File: config.mk
export PLATFORM = sky130hd
export DESIGN_NAME = closest_hit_reducer
export DESIGN_NICKNAME = d
export VERILOG_FILES = /design/src/rtl/chr_pkg.sv /design/src/rtl/chr_min_tree.sv /design/src/rtl/closest_hit_reducer.sv
export SDC_FILE = /design/constraint.sdc
export NUM_CORES = 1
export LEC_CHECK = 0
export ABC_AREA = 1
export BUFFER_PORTS_ARGS = -buffer_cell sky130_fd_sc_hd__buf_2
export CORE_MARGIN = 1.5
export CORE_UTILIZATION = 45
export DETAILED_ROUTE_END_ITERATION = 10
export PLACE_DENSITY = 0.65
export RECOVER_POWER = 25
export SLEW_MARGIN = 20
export SYNTH_ARGS = -nofsm -noshare
export SYNTH_HDL_FRONTEND = slang
export SYNTH_HIERARCHICAL = 1
export SYNTH_SLANG_ARGS = --single-unit
File: constraint.sdc
create_clock -name i_clk -period 7.53 [get_ports i_clk]
set_clock_uncertainty 0.15 [all_clocks]
set_input_delay 1.506 -clock i_clk [delete_from_list [all_inputs] [get_ports i_clk]]
set_output_delay 1.506 -clock i_clk [all_outputs]
set_load 0.02 [all_outputs]
File: src/rtl/chr_pkg.sv
// Shared types for the closest-hit reducer: Q16.16 fixed-point t, FSM states
// and the tie-broken (t, index) ordering used by both the min tree and the running minimum.
package chr_pkg;

  typedef logic signed [31:0] fip;

  localparam fip FIP_ONE = 32'sh0001_0000;
  localparam fip FIP_MIN = 32'sh0000_0000;
  localparam fip FIP_MAX = 32'sh7fff_ffff;

  // Widest triangle index the ordering function accepts; callers size-cast into it.
  localparam int IDX_MAX_W = 64;

  typedef enum logic [1:0] {
    IDLE  = 2'd0,
    RUN   = 2'd1,
    DRAIN = 2'd2,
    DONE  = 2'd3
  } chr_state_e;

  // True when (t_a, i_a) orders strictly before (t_b, i_b): smaller t, then smaller index.
  function automatic logic fip_lt_idx(input fip t_a, input logic [IDX_MAX_W-1:0] i_a,
                                      input fip t_b, input logic [IDX_MAX_W-1:0] i_b);
    return (t_a < t_b) || ((t_a == t_b) && (i_a < i_b));
  endfunction

endpackage

File: src/rtl/chr_min_tree.sv
// Combinational log2(NLANES)-level min tree over candidate lanes; heap-indexed nodes,
// leaves at NLANES..2*NLANES-1, root at 1. Ties go to the lower triangle index.
module chr_min_tree
  import chr_pkg::*;
#(
  parameter int NLANES = 4,
  parameter int IDX_W  = 32
) (
  input  logic [NLANES-1:0]       cand,
  input  logic [NLANES*32-1:0]    t,
  input  logic [NLANES*IDX_W-1:0] idx,
  output logic                    any,
  output fip                      t_min,
  output logic [IDX_W-1:0]        idx_min
);

  logic             node_any_s [1:2*NLANES-1];
  fip               node_t_s   [1:2*NLANES-1];
  logic [IDX_W-1:0] node_idx_s [1:2*NLANES-1];

  for (genvar k = 0; k < NLANES; k++) begin : g_leaf
    assign node_any_s[NLANES+k] = cand[k];
    assign node_t_s[NLANES+k]   = t[32*k +: 32];
    assign node_idx_s[NLANES+k] = idx[IDX_W*k +: IDX_W];
  end

  for (genvar n = NLANES - 1; n >= 1; n--) begin : g_node
    logic pick_right_s;
    assign pick_right_s = node_any_s[2*n+1] &&
                          (!node_any_s[2*n] ||
                           fip_lt_idx(node_t_s[2*n+1], IDX_MAX_W'(node_idx_s[2*n+1]),
                                      node_t_s[2*n],   IDX_MAX_W'(node_idx_s[2*n])));
    assign node_any_s[n] = node_any_s[2*n] | node_any_s[2*n+1];
    assign node_t_s[n]   = pick_right_s ? node_t_s[2*n+1]   : node_t_s[2*n];
    assign node_idx_s[n] = pick_right_s ? node_idx_s[2*n+1] : node_idx_s[2*n];
  end

  assign any     = node_any_s[1];
  assign t_min   = node_t_s[1];
  assign idx_min = node_idx_s[1];

endmodule

File: src/rtl/closest_hit_reducer.sv
// Multi-lane closest-hit tracker for one ray batch: grant, filter, 2-stage min, running minimum.
// Optional macro CHR_STATS_EN adds o_hit_cnt, a saturating per-batch count of accepted candidates.
module closest_hit_reducer
  import chr_pkg::*;
#(
  parameter int NLANES = 4,
  parameter int IDX_W  = 32,
  parameter fip MIN_T  = FIP_MIN,
  parameter fip MAX_T  = FIP_MAX
) (
  input  logic                    i_clk,
  input  logic                    i_rstn,
  input  logic                    i_start,
  input  logic [IDX_W-1:0]        i_tri_cnt,
  input  logic [NLANES-1:0]       i_valid,
  input  logic [NLANES-1:0]       i_hit,
  input  logic [NLANES*32-1:0]    i_t,
  input  logic [NLANES*IDX_W-1:0] i_idx,
  output logic                    o_busy,
  output logic                    o_hit,
  output fip                      o_t,
  output logic [IDX_W-1:0]        o_tri_index,
  output logic                    o_finish,
  output logic                    o_err
`ifdef CHR_STATS_EN
  ,
  output logic [IDX_W-1:0]        o_hit_cnt
`endif
);

  chr_state_e             state_r;
  logic [IDX_W-1:0]       remaining_r;
  logic                   drain_r;
  logic                   run_s, drop_s, err_s;
  logic [NLANES-1:0]      grant_s, cand_s;
  logic [IDX_W-1:0]       grant_cnt_s;
  fip                     lane_t_s;
  logic [NLANES-1:0]      s1_cand_r;
  logic [NLANES*32-1:0]   s1_t_r;
  logic [NLANES*IDX_W-1:0] s1_idx_r;
  logic                   tree_any_s, s2_vld_r;
  fip                     tree_t_s, s2_t_r;
  logic [IDX_W-1:0]       tree_idx_s, s2_idx_r;

  // Lane inputs in a start cycle never count as results or errors.
  assign run_s = (state_r == RUN) && !i_start;
  assign err_s = !i_start && (run_s ? drop_s : (|i_valid));

  // Grant valid lanes in ascending order while results are still owed.
  always_comb begin
    grant_s     = {NLANES{1'b0}};
    grant_cnt_s = {IDX_W{1'b0}};
    drop_s      = 1'b0;
    for (int k = 0; k < NLANES; k++) begin
      if (run_s && i_valid[k]) begin
        if (grant_cnt_s < remaining_r) begin
          grant_s[k]  = 1'b1;
          grant_cnt_s = grant_cnt_s + IDX_W'(1'b1);
        end else begin
          drop_s = 1'b1;
        end
      end else begin
        grant_s[k] = 1'b0;
      end
    end
  end

  // Candidate filter: granted hit with MIN_T <= t < MAX_T (signed).
  always_comb begin
    cand_s   = {NLANES{1'b0}};
    lane_t_s = FIP_MIN;
    for (int k = 0; k < NLANES; k++) begin
      lane_t_s = i_t[32*k +: 32];
      if (grant_s[k] && i_hit[k] && (lane_t_s >= MIN_T) && (lane_t_s < MAX_T)) begin
        cand_s[k] = 1'b1;
      end else begin
        cand_s[k] = 1'b0;
      end
    end
  end

  chr_min_tree #(.NLANES(NLANES), .IDX_W(IDX_W)) u_min_tree (
    .cand    (s1_cand_r),
    .t       (s1_t_r),
    .idx     (s1_idx_r),
    .any     (tree_any_s),
    .t_min   (tree_t_s),
    .idx_min (tree_idx_s)
  );

  // Two pipeline stages; a start flushes whatever is in flight.
  always_ff @(posedge i_clk) begin
    if (!i_rstn || i_start) begin
      s1_cand_r <= {NLANES{1'b0}};
      s1_t_r    <= {(NLANES*32){1'b0}};
      s1_idx_r  <= {(NLANES*IDX_W){1'b0}};
      s2_vld_r  <= 1'b0;
      s2_t_r    <= MAX_T;
      s2_idx_r  <= {IDX_W{1'b0}};
    end else begin
      s1_cand_r <= cand_s;
      s1_t_r    <= i_t;
      s1_idx_r  <= i_idx;
      s2_vld_r  <= tree_any_s;
      s2_t_r    <= tree_t_s;
      s2_idx_r  <= tree_idx_s;
    end
  end

  // Batch FSM with registered status outputs and the running minimum.
  always_ff @(posedge i_clk) begin
    if (!i_rstn) begin
      state_r     <= IDLE;
      remaining_r <= {IDX_W{1'b0}};
      drain_r     <= 1'b0;
      o_busy      <= 1'b0;
      o_hit       <= 1'b0;
      o_t         <= MAX_T;
      o_tri_index <= {IDX_W{1'b0}};
      o_finish    <= 1'b0;
      o_err       <= 1'b0;
    end else if (i_start) begin
      remaining_r <= i_tri_cnt;
      drain_r     <= 1'b0;
      o_hit       <= 1'b0;
      o_t         <= MAX_T;
      o_tri_index <= {IDX_W{1'b0}};
      o_err       <= 1'b0;
      if (i_tri_cnt == {IDX_W{1'b0}}) begin
        state_r  <= DONE;
        o_busy   <= 1'b0;
        o_finish <= 1'b1;
      end else begin
        state_r  <= RUN;
        o_busy   <= 1'b1;
        o_finish <= 1'b0;
      end
    end else begin
      o_err <= o_err | err_s;
      if (s2_vld_r && fip_lt_idx(s2_t_r, IDX_MAX_W'(s2_idx_r), o_t, IDX_MAX_W'(o_tri_index))) begin
        o_t         <= s2_t_r;
        o_tri_index <= s2_idx_r;
        o_hit       <= 1'b1;
      end
      case (state_r)
        RUN: begin
          remaining_r <= remaining_r - grant_cnt_s;
          if (grant_cnt_s == remaining_r) begin
            state_r <= DRAIN;
            drain_r <= 1'b0;
          end
        end
        DRAIN: begin
          if (drain_r) begin
            state_r  <= DONE;
            o_busy   <= 1'b0;
            o_finish <= 1'b1;
          end else begin
            drain_r <= 1'b1;
          end
        end
        IDLE, DONE: begin
          drain_r <= 1'b0;
        end
        default: begin
          state_r <= IDLE;
          o_busy  <= 1'b0;
        end
      endcase
    end
  end

`ifdef CHR_STATS_EN
  logic [IDX_W:0] hit_sum_s;

  assign hit_sum_s = (IDX_W+1)'(o_hit_cnt) + (IDX_W+1)'($countones(s1_cand_r));

  // Saturating per-batch count of stage-1 candidates.
  always_ff @(posedge i_clk) begin
    if (!i_rstn || i_start) begin
      o_hit_cnt <= {IDX_W{1'b0}};
    end else if (hit_sum_s[IDX_W]) begin
      o_hit_cnt <= {IDX_W{1'b1}};
    end else begin
      o_hit_cnt <= hit_sum_s[IDX_W-1:0];
    end
  end
`endif

endmodule

## Word level (Yosys, flattened, before mapping)

Cells that the tools add are included.

- Reduce and logical (&&, ||, !) cells: 50
- Magnitude comparators: 20
- Mux-type cells: 52
- Equality and inequality tests: 11
- Add/subtract/negate cells: 4
- Bitwise gates (word level): 5

Operators with widths:

| cell | count |
|---|---|
| two-way mux 32 bit | 14 |
| less-than comparator 32 bit | 11 |
| equality test 32 bit | 5 |
| greater-or-equal comparator 32 x 1 -> 1 bit, second input constant | 4 |
| less-than comparator 32 bit, second input constant | 4 |
| adder 32 x 1 -> 32 bit, second input constant | 3 |
| zero test 32 bit | 1 |
| less-than comparator 1 x 32 -> 1 bit, first input constant | 1 |
| two-way mux 1 bit | 32 |
| subtractor 32 bit | 1 |
| logical AND 1 bit | 26 |
| logical OR 1 bit | 8 |
| two-way mux 2 bit | 4 |
| nonzero test 2 bit | 3 |
| zero test 1 bit | 5 |
| equality test 2 bit, second input constant | 2 |
| OR 1 bit | 4 |
| case mux 2 bit (2 select lines) | 1 |
| OR reduction 2 bit | 2 |
| OR reduction 4 bit | 1 |
| inequality test 3 x 2 -> 1 bit, second input constant | 1 |
| inequality test 3 bit, second input constant | 1 |
| case mux 1 bit (3 select lines) | 1 |
| AND reduction 3 bit | 1 |
| other kinds (6) | 6 |

- Logic and storage cells: 157
- Output and inout port bits: 68
- Input bits: 299
- Register bits after elaboration: 428

## Depth between registers and ports, before layout

Gate-level depths: netlist of run 1.

- Depth after elaboration: 17
- Depth in mapped cells: 43
- Gate-level depth less buffers: 43

## Modules after synthesis

Netlist of run 1, hierarchy kept.

Modules (own cells, without submodules):

| module | area each (um^2) | instances | cells an instance | sequential area each (um^2) |
|---|---|---|---|---|
| closest_hit_reducer | 16171.8 | 1 | 2011 | 8568.2 |
| chr_min_tree | 7270.7 | 1 | 1329 | 0.0 |

## Worst setup path before layout of run 1

Ideal clock, no wire load.

- Kind: input to register
- Start point: input port i_start
- End point: register remaining_r[26]
- Library setup time: 0.074 ns
- Path buffers: 0
- Required time: 7.306 ns
- Arrival time: 5.661 ns
- Path slack: 1.645 ns
- Stages on the path: 37
- Cell sequence: inv_1 nand4_1 a21oi_1 inv_1 ha_1 nand2_1 inv_1 ha_1 nand2_1 nand2_1 nand2_1 nand2_2 o21ai_0 inv_1 ha_1 nand2_1 nand2_1 nand2_1 nand2_2 nand2_4 nand2_4 nand2_2 nand2_1 inv_1 ha_1 inv_1 fa_1 nand2_1 o21ai_1 nor2_4 nand2_2 nor4_4 nand3_2 nor2_1 xor2_1 nand2_1 a31oi_1

- Longest elaborated chain between the ends: 16
- Elaborated cells on any way between the ends: 23
- Classes of those cells: add/sub: 4; order compare: 3; mux: 9; reduce/logical: 7

Ends and longest elaborated chain:

| what | RTL line | text |
|---|---|---|
| start: declaration | closest_hit_reducer.sv:13 | `input logic i_start,` |
| zero test 1 bit | closest_hit_reducer.sv:46 | `assign run_s = (state_r == RUN) && !i_start;` |
| logical AND 1 bit | closest_hit_reducer.sv:46 |  |
| logical AND 1 bit | closest_hit_reducer.sv:55 | `if (run_s && i_valid[k]) begin` |
| two-way mux 1 bit | closest_hit_reducer.sv:55 |  |
| adder 32 x 1 -> 32 bit or less-than comparator 32 bit (tied branches) | closest_hit_reducer.sv:58, closest_hit_reducer.sv:56 |  |
| two-way mux 32 bit | closest_hit_reducer.sv:56 | `if (grant_cnt_s < remaining_r) begin` |
| two-way mux 32 bit | closest_hit_reducer.sv:55 |  |
| adder 32 x 1 -> 32 bit or less-than comparator 32 bit (tied branches) | closest_hit_reducer.sv:58, closest_hit_reducer.sv:56 |  |
| two-way mux 32 bit | closest_hit_reducer.sv:56 |  |
| two-way mux 32 bit | closest_hit_reducer.sv:55 |  |
| adder 32 x 1 -> 32 bit or less-than comparator 32 bit (tied branches) | closest_hit_reducer.sv:58, closest_hit_reducer.sv:56 |  |
| two-way mux 32 bit | closest_hit_reducer.sv:56 |  |
| two-way mux 32 bit | closest_hit_reducer.sv:55 |  |
| subtractor 32 bit | closest_hit_reducer.sv:147 | `remaining_r <= remaining_r - grant_cnt_s;` |
| two-way mux 32 bit | closest_hit_reducer.sv:145 | `case (state_r)` |
| two-way mux 32 bit | closest_hit_reducer.sv:122 | `end else if (i_start) begin` |
| end signal: assignment | closest_hit_reducer.sv:114 | `remaining_r <= {IDX_W{1'b0}};` |
| end signal: assignment | closest_hit_reducer.sv:123 | `remaining_r <= i_tri_cnt;` |
| end signal: assignment | closest_hit_reducer.sv:147 |  |
| end: declaration | closest_hit_reducer.sv:32 | `logic [IDX_W-1:0] remaining_r;` |

Several ways; a longest one is shown, not always the timed one. The select of a mux whose other input is x is not followed.
A chain may end at the register's enable or synchronous reset.

## Worst setup path after layout of run 1

- Start point: input port i_rstn
- End point: register s2_t_r[15]

- Longest elaborated chain between the ends: 2

Ends and longest elaborated chain:

| what | RTL line | text |
|---|---|---|
| start: declaration | closest_hit_reducer.sv:12 | `input logic i_rstn,` |
| zero test 1 bit | n/a |  |
| logical OR 1 bit | closest_hit_reducer.sv:93 | `if (!i_rstn \|\| i_start) begin` |
| end signal: assignment | closest_hit_reducer.sv:105 | `s2_t_r <= tree_t_s;` |
| end: declaration | closest_hit_reducer.sv:42 | `fip tree_t_s, s2_t_r;` |

No other way between the ends.

==> impl_metrics.ini, run 1 <==
[global_route]
grt_antenna_before_repair = 2
grt_remaining_overflow = 0
grt_pass1_wl_microns = 104000
groute.usage.overall_pct = 24.7
grt_max_degree = 174
grt_pass1_vias = 19800

[floorplanning]
io_pins = 367
die_w_microns = 231
start_util_pct = 45.6
die_area_sq_um = 53500
core-area_sq_um = 51400
die_h_microns = 231
rows = 83

[placement]
port-buffer-count = 366
hpwl_microns = 52300
place_area_sq_um = 25700
place_congestion = 0.902

[synth]
ys_types = 54
synth-main-ff-cell = dfxtp_1
ys_seq_area_share_pct = 36.5
syn_avg_cell_area_sq_um = 7.02
synth-edff-count = 0
synth_seq_cells = 428
synth_nets = 3902
syn-instance-count = 3340
postSynth.asyncResetShare_pct = 0
netlist_area_sq_um = 23400
yosysWarningCount = 6

[critical_path]
reg2reg_depth = 30
critPathMostFrequentCell = clkbuf_1
critPathCaptureType = register
reg2reg_from = s1_t_r[31]$_SDFF_PP0_
r2r_setup_slack_ns = 1.30
slowest_stage = clkinvlp_4
crit_path_start_kind = input pin
crit_path_start = i_rstn
cp_top_family = buffers and inverters
critPathBufInv = 5
crit_chain = clkbuf_1 -> clkinv_1 -> clkbuf_1 -> nor2_1 -> clkinvlp_4 -> buf_4 -> or2_2
rr_endpoint = s2_t_r[31]$_SDFF_PP0_
max_stage_delay_ns = 2.12
required_ns = 7.83
cp_data_arrival_time_ns = 6.68
crit_path_max_fanout = 173
critical_path_class = input pin to register

[timing]
slew_headroom_pct = -81.8
rsz0062_at_grt = false
slew_viol_final = 210
fmax_mhz = 157
finalSetupViolations = 0
finalCritPeriodShare_pct = 84.7
final-hold-violation-count = 0
tightestPinTransition_ns = 2.73
fin_crit_ns = 6.38
fin_tns_setup_ns = 0

[final_layout]
nNetsFinal = 4215
areaGrowthSynthToFinish_pct = 16.2
multi_input_area_sq_um = 11800
regArea_sq_um = 8570
drive_gt1_share_pct = 13.6
fillers = 5110
fin_area_sq_um = 27200

[drt]
wirelength_microns = 66600
dr_total_vias = 21000
drt_pre_antenna_iters = 7
vias_per_cell = 4.82
ant_nets = 0
drc = 0
routedWlPerCell_microns = 15.2
drt_iter0_drc = 1525

[pwr]
total_power_w = 0.00546
p_per_area_nw_per_um2 = 200
p_leak_nw = 14.7
ir_drop_uv = 151

[hold_path]
hp-class = register to register
hp-start = o_hit$_SDFFE_PP0P_
hold_path_end = o_hit$_SDFFE_PP0P_
holdPathStages = 2

[clock_network]
postCtsSetupRepairBufs = 0
cts_max_path_buffers = 3
cts_hold_buf = 0
ctsResizeCount = 0
numCtsBuffers = 48
htreeDepth = 2
cts_root_buf = clkbuf_16
path_clk_slew_ns = 0.06
numClockSinks = 428
cts_tree = done
clk_latency_ns = 0.59

[status]
violations = capacitance limit, slew limit
status = finished, violations left

[flow_run]
maxCapViolCount = 2
==> cell usage after synthesis, types with 2 or more instances <==
cell | number | share of area, %
inv_1 | 666 | 11
nand2_1 | 596 | 9.5
nor2_1 | 452 | 7.2
dfxtp_1 | 428 | 37
ha_1 | 262 | 14
a21oi_1 | 226 | 4.8
nand3_1 | 203 | 4.3
o21ai_0 | 100 | 2.1
clkbuf_1 | 85 | 1.4
nand4_1 | 45 | 1.2
nor4_1 | 34 | 0.91
a31oi_1 | 33 | 0.88
or2_2 | 32 | 0.85
nor3_1 | 18 | 0.38
xor2_1 | 18 | 0.67
buf_2 | 15 | 0.32
buf_6 | 12 | 0.58
inv_2 | 12 | 0.19
nand2_2 | 12 | 0.32
buf_1 | 9 | 0.14
a21o_1 | 6 | 0.19
nor2_2 | 6 | 0.16
a211oi_1 | 5 | 0.16
nand3_2 | 5 | 0.21
o211ai_1 | 5 | 0.16
o21ai_1 | 5 | 0.11
nand3b_1 | 4 | 0.13
nor2_4 | 4 | 0.19
o21a_1 | 4 | 0.13
nand2_4 | 3 | 0.14
nor3_2 | 3 | 0.13
o21bai_1 | 3 | 0.096
xnor2_1 | 3 | 0.11
a2111oi_0 | 2 | 0.075
and2_1 | 2 | 0.053
o2111ai_1 | 2 | 0.075
o221ai_1 | 2 | 0.075
o41ai_1 | 2 | 0.075
==> final cells by class <==
| class | count | share of cell area (%) |
|---|---|---|
| Multi-Input combinational cell | 2112 | 43.2 |
| Sequential cell | 428 | 31.5 |
| Inverter | 679 | 9.37 |
| Timing Repair Buffer | 384 | 7.01 |
| Clock buffer | 62 | 4.94 |
| Tap cell | 680 | 3.12 |
| Clock inverter | 22 | 0.900 |
| Antenna cell | 1 | 0.00918 |
==> worst max path at each step <==
stage | slack [ns] | cells past startpoint | to
floorplan | 1.64 | 37 | remaining_r[26]$_SDFFE_PN0P_
CTS | 1.32 | 30 | s2_idx_r[13]$_SDFF_PP0_
global placement | 1.0 | 38 | remaining_r[26]$_SDFFE_PN0P_
finish | 1.15 | 7 | s2_t_r[15]$_SDFF_PP1_
global route | 0.63 | 7 | s2_t_r[14]$_SDFF_PP1_
detailed placement | 0.91 | 38 | remaining_r[26]$_SDFFE_PN0P_
==> routing by layer <==
| layer | GRT usage [%] | up-vias | wire length, microns |
|---|---|---|---|
| li1 | - | 11100 | - |
| met1 | 35.6 | 9304 | 32600 |
| met2 | 37.5 | 555 | 27900 |
| met3 | 4.02 | 96 | 4160 |
| met4 | 7.76 | 0 | 1940 |
| met5 | 0 | - | 0 |
==> power by group <==
part / switching, W / internal [W]
Clock: 0.000956 / 0.00140
Sequential: 0.0000485 / 0.00235
Combinational: 0.000438 / 0.000269
Total: 0.00144 / 0.00401
==> per-stage QoR <==
step	util (%)	hold WS [ns]	setup WS, ns	std cells
2_1_floorplan	-	0.310	1.64	3340
3_5_place_dp	50.0	0.305	0.910	4283
5_1_grt	53.0	0.338	0.632	4368
3_3_place_gp	50.0	0.301	1.00	4283
6_report	53.0	0.317	1.15	4368
4_1_cts	53.1	0.314	1.32	4367
==> cell families after synthesis <==
| logic type | after synthesis | synth area share [%] |
|---|---|---|
| buffers and inverters | 800 | 13.3 |
| AOI/OAI and AO/OA | 402 | 9.22 |
| adders and majority gates | 263 | 14.1 |
| and+or+nand+nor | 1426 | 26.1 |
| xor gates and xnor gates | 21 | 0.785 |
| DFF | 428 | 36.5 |
==> registers in the layout, summed over array words and instances, names as in the netlist, 2 cells and up <==
signal       count
state_r          2
s2_idx_r        32
s2_t_r          32
s1_t_r         128
o_tri_index     32
o_t             32
s1_cand_r        4
remaining_r     32
s1_idx_r       128
==> cell usage in the layout, fill, tap and decap left out, types with 6 or more instances in the layout <==
cell | Yosys | layout
nor2_2 | 6 | 6
clkbuf_16 | 0 | 49
ha_1 | 262 | 262
clkinvlp_4 | 0 | 8
buf_2 | 15 | 324
nand2_2 | 12 | 12
nor3_1 | 18 | 18
o21ai_0 | 100 | 100
nand4_1 | 45 | 45
nand3_1 | 203 | 203
clkbuf_1 | 85 | 49
or2_2 | 32 | 32
nand2_1 | 596 | 595
clkbuf_8 | 0 | 7
dfxtp_1 | 428 | 427
a31oi_1 | 33 | 33
a21o_1 | 6 | 6
nor4_1 | 34 | 34
inv_1 | 666 | 666
xor2_1 | 18 | 18
nor2_1 | 452 | 452
buf_4 | 0 | 17
inv_2 | 12 | 11
a21oi_1 | 226 | 226
clkinv_2 | 0 | 7
==> tightest hold or removal path, cell delays in order (launching register included) <==
cell,delay (ns)
dfxtp_1,0.31
inv_1,0.07
a21oi_2,0.05
Note: power is estimated with default switching activity, not from simulation.
==> run 2, diff against run 1 <==
Settings changed: ABC_AREA 1 to 0, PLACE_DENSITY 0.65 to 0.67.
Clock period 7.53 ns to 5.6 ns, I/O delays scaled along.
==> impl_metrics.ini, run 2 <==
[placement]
place_congestion = 0.976
dp.cells = 3719
port-buffer-count = 366
hpwl_microns = 54900
place_area_sq_um = 27500

[final_layout]
fin_area_sq_um = 31500
final_common_cell = dfxtp_1
reg.largest.list = s1_idx_r: 128 flops, s1_t_r: 128 flops
nNetsFinal = 3740
mostFrequentLayoutCells = dfxtp_1 (403), buf_2 (365), buf_4 (320), and2_1 (297), inv_1 (256)
fin_cells = 3891
drive_gt1_share_pct = 33.6
areaGrowthSynthToFinish_pct = 38.9
fillers = 4081
final_core_util_pct = 63.1

[floorplanning]
die_h_microns = 228
rows = 82
die_w_microns = 228
start_util_pct = 45.4
io_pins = 367
core-area_sq_um = 50000
die_area_sq_um = 51800

[synth]
synth_seq_cells = 428
ys_types = 74
netlist_area_sq_um = 22700
syn-instance-count = 2483
synth_largest_area_cell = dfxtp_1
syn_avg_cell_area_sq_um = 9.14
synth_nets = 3045
yosysWarningCount = 6
synth-main-ff-cell = dfxtp_1
netlist.area_leader.share_pct = 37.7
synth.most_common_cell = dfxtp_1
ys_seq_area_share_pct = 37.7
postSynth.asyncResetShare_pct = 0
synth_common_cells = dfxtp_1 (428), and2_1 (308), inv_1 (272), ha_1 (262), mux2i_1 (254)
synth_area_leaders = dfxtp_1 (38%), ha_1 (14%), mux2i_1 (11%), and2_1 (8.5%), inv_1 (4.5%)
synth-edff-count = 0

[critical_path]
critPathMostFrequentCell = or3_4
cp-endpoint = remaining_r[10]$_SDFFE_PN0P_
max_stage_delay_ns = 0.56
required_ns = 5.92
reg2reg_from = remaining_r[6]$_SDFFE_PN0P_
rr_endpoint = remaining_r[10]$_SDFFE_PN0P_
critPathCaptureType = register
critical_path_class = register to register
r2r_setup_slack_ns = -0.75
crit_path_max_fanout = 5
cp_data_arrival_time_ns = 6.67
slowest_stage = or4_4
reg2reg_depth = 26
crit_path_start_kind = register
crit_path_start = remaining_r[6]$_SDFFE_PN0P_

[clock_network]
numCtsBuffers = 48
htreeDepth = 2
numClockSinks = 428
path_clk_slew_ns = 0.06
clk_latency_ns = 0.58
cts_tree = done
cts_root_buf = clkbuf_16
cts_max_path_buffers = 3
cts_hold_buf = 0

[pwr]
p_per_area_nw_per_um2 = 245
ir_drop_uv = 183
p_leak_nw = 15.6

[timing]
fmax_mhz = 157
finalCritPeriodShare_pct = 113
fin_crit_ns = 6.35
rsz0062_at_grt = true
slew_viol_final = 0
tightestPinTransition_ns = 1.00
slew_headroom_pct = 33.0
hold_slack_ns = 0.297
fin_tns_setup_ns = -33.30
final-hold-violation-count = 0
finalSetupViolations = 98
setup_ws_ns = -0.751

[drt]
drc = 0
vias_per_cell = 5.15
dr.max_layer_used = met4
wirelength_microns = 71700
drt_pre_antenna_iters = 5
wl_met2_microns = 34000
dr_total_vias = 20000
ant_nets = 0
wl_met3_microns = 3600
wl_met1_microns = 31400
routedWlPerCell_microns = 18.4
drt_iter0_drc = 1060

[status]
violations = setup timing
status = finished, violations left

[global_route]
groute.usage.overall_pct = 26.9
grt_antenna_before_repair = 7
grt_pass1_vias = 20100
grt_max_degree = 138
grt_pass1_wl_microns = 107000
grt_remaining_overflow = 0

[flow_run]
maxCapViolCount = 0

[hold_path]
hp-class = register to register
-- run 2: how the worst min path moves through the flow --
| stage | startpoint | endpoint | depth (start not counted) |
|---|---|---|---|
| after floorplan | s2_idx_r[0]$_SDFF_PP0_ | o_tri_index[0]$_SDFFE_PP0P_ | 2 |
| after global placement | o_finish$_SDFFE_PN0P_ | o_finish$_SDFFE_PN0P_ | 2 |
| after detailed placement | o_hit$_SDFFE_PP0P_ | o_hit$_SDFFE_PP0P_ | 2 |
| after CTS | o_hit$_SDFFE_PP0P_ | o_hit$_SDFFE_PP0P_ | 2 |
| after global routing | s2_idx_r[5]$_SDFF_PP0_ | o_tri_index[5]$_SDFFE_PP0P_ | 2 |
| final | o_hit$_SDFFE_PP0P_ | o_hit$_SDFFE_PP0P_ | 2 |
-- run 2: worst max-delay path: cells and delay by family (launching register included) --
family,cells,cell delay [ns]
xor+xnor,1,0.14
fa+ha+maj,4,1.01
compound gates,6,0.99
flops,1,0.32
mux,1,0.30
simple gates,11,3.02
buf+inv,3,0.32
-- run 2: through the flow --
step,setup WS (ns),total power (W)
after global placement,-0.918,0.00426
after detailed placement,-1.04,0.00429
after floorplan,-0.906,0.00380
after global routing,-0.999,0.00802
final,-0.751,0.00773
after CTS,-0.827,0.00769
-- run 2: timing repair --
action / 4_1_cts / 5_1_grt
pin swaps: 81 / 73
buffers inserted: 49 / 33
resized for setup: 210 / 133
gates cloned: 9 / 1
endpoints found under the setup margin: 98 / 98
-- run 2: layout make-up --
cell class / count / area, sq um / area share, %
clock inverters: 20 / 297 / 0.941
well taps: 672 / 841 / 2.67
multi-input cells: 1689 / 14300 / 45.3
clock buffers: 65 / 1370 / 4.33
diodes: 6 / 15.0 / 0.0476
repair buffers: 738 / 5110 / 16.2
flip-flops and latches: 428 / 8600 / 27.3
inverters: 273 / 1030 / 3.27
-- run 2: cells by family after synthesis --
logic type	count (synthesis)	synth area share (%)
simple gates	853	20.8
flops	428	37.7
buf+inv	366	6.38
compound gates	288	8.11
fa+ha+maj	263	14.5
mux	258	11.4
xor+xnor	27	1.04
-- run 2: per-layer routing --
metal  global-route usage, %  vias up
met1                    34.7     9446
met2                    45.2      576
li1                        -     9871
met3                    4.10      149
met4                    10.3        0
met5                       0        -
-- run 2: where the power goes --
group          switching [W]  internal, W
Clock                0.00128      0.00203
Sequential         0.0000762      0.00316
Combinational       0.000609     0.000575
Total                0.00197      0.00576
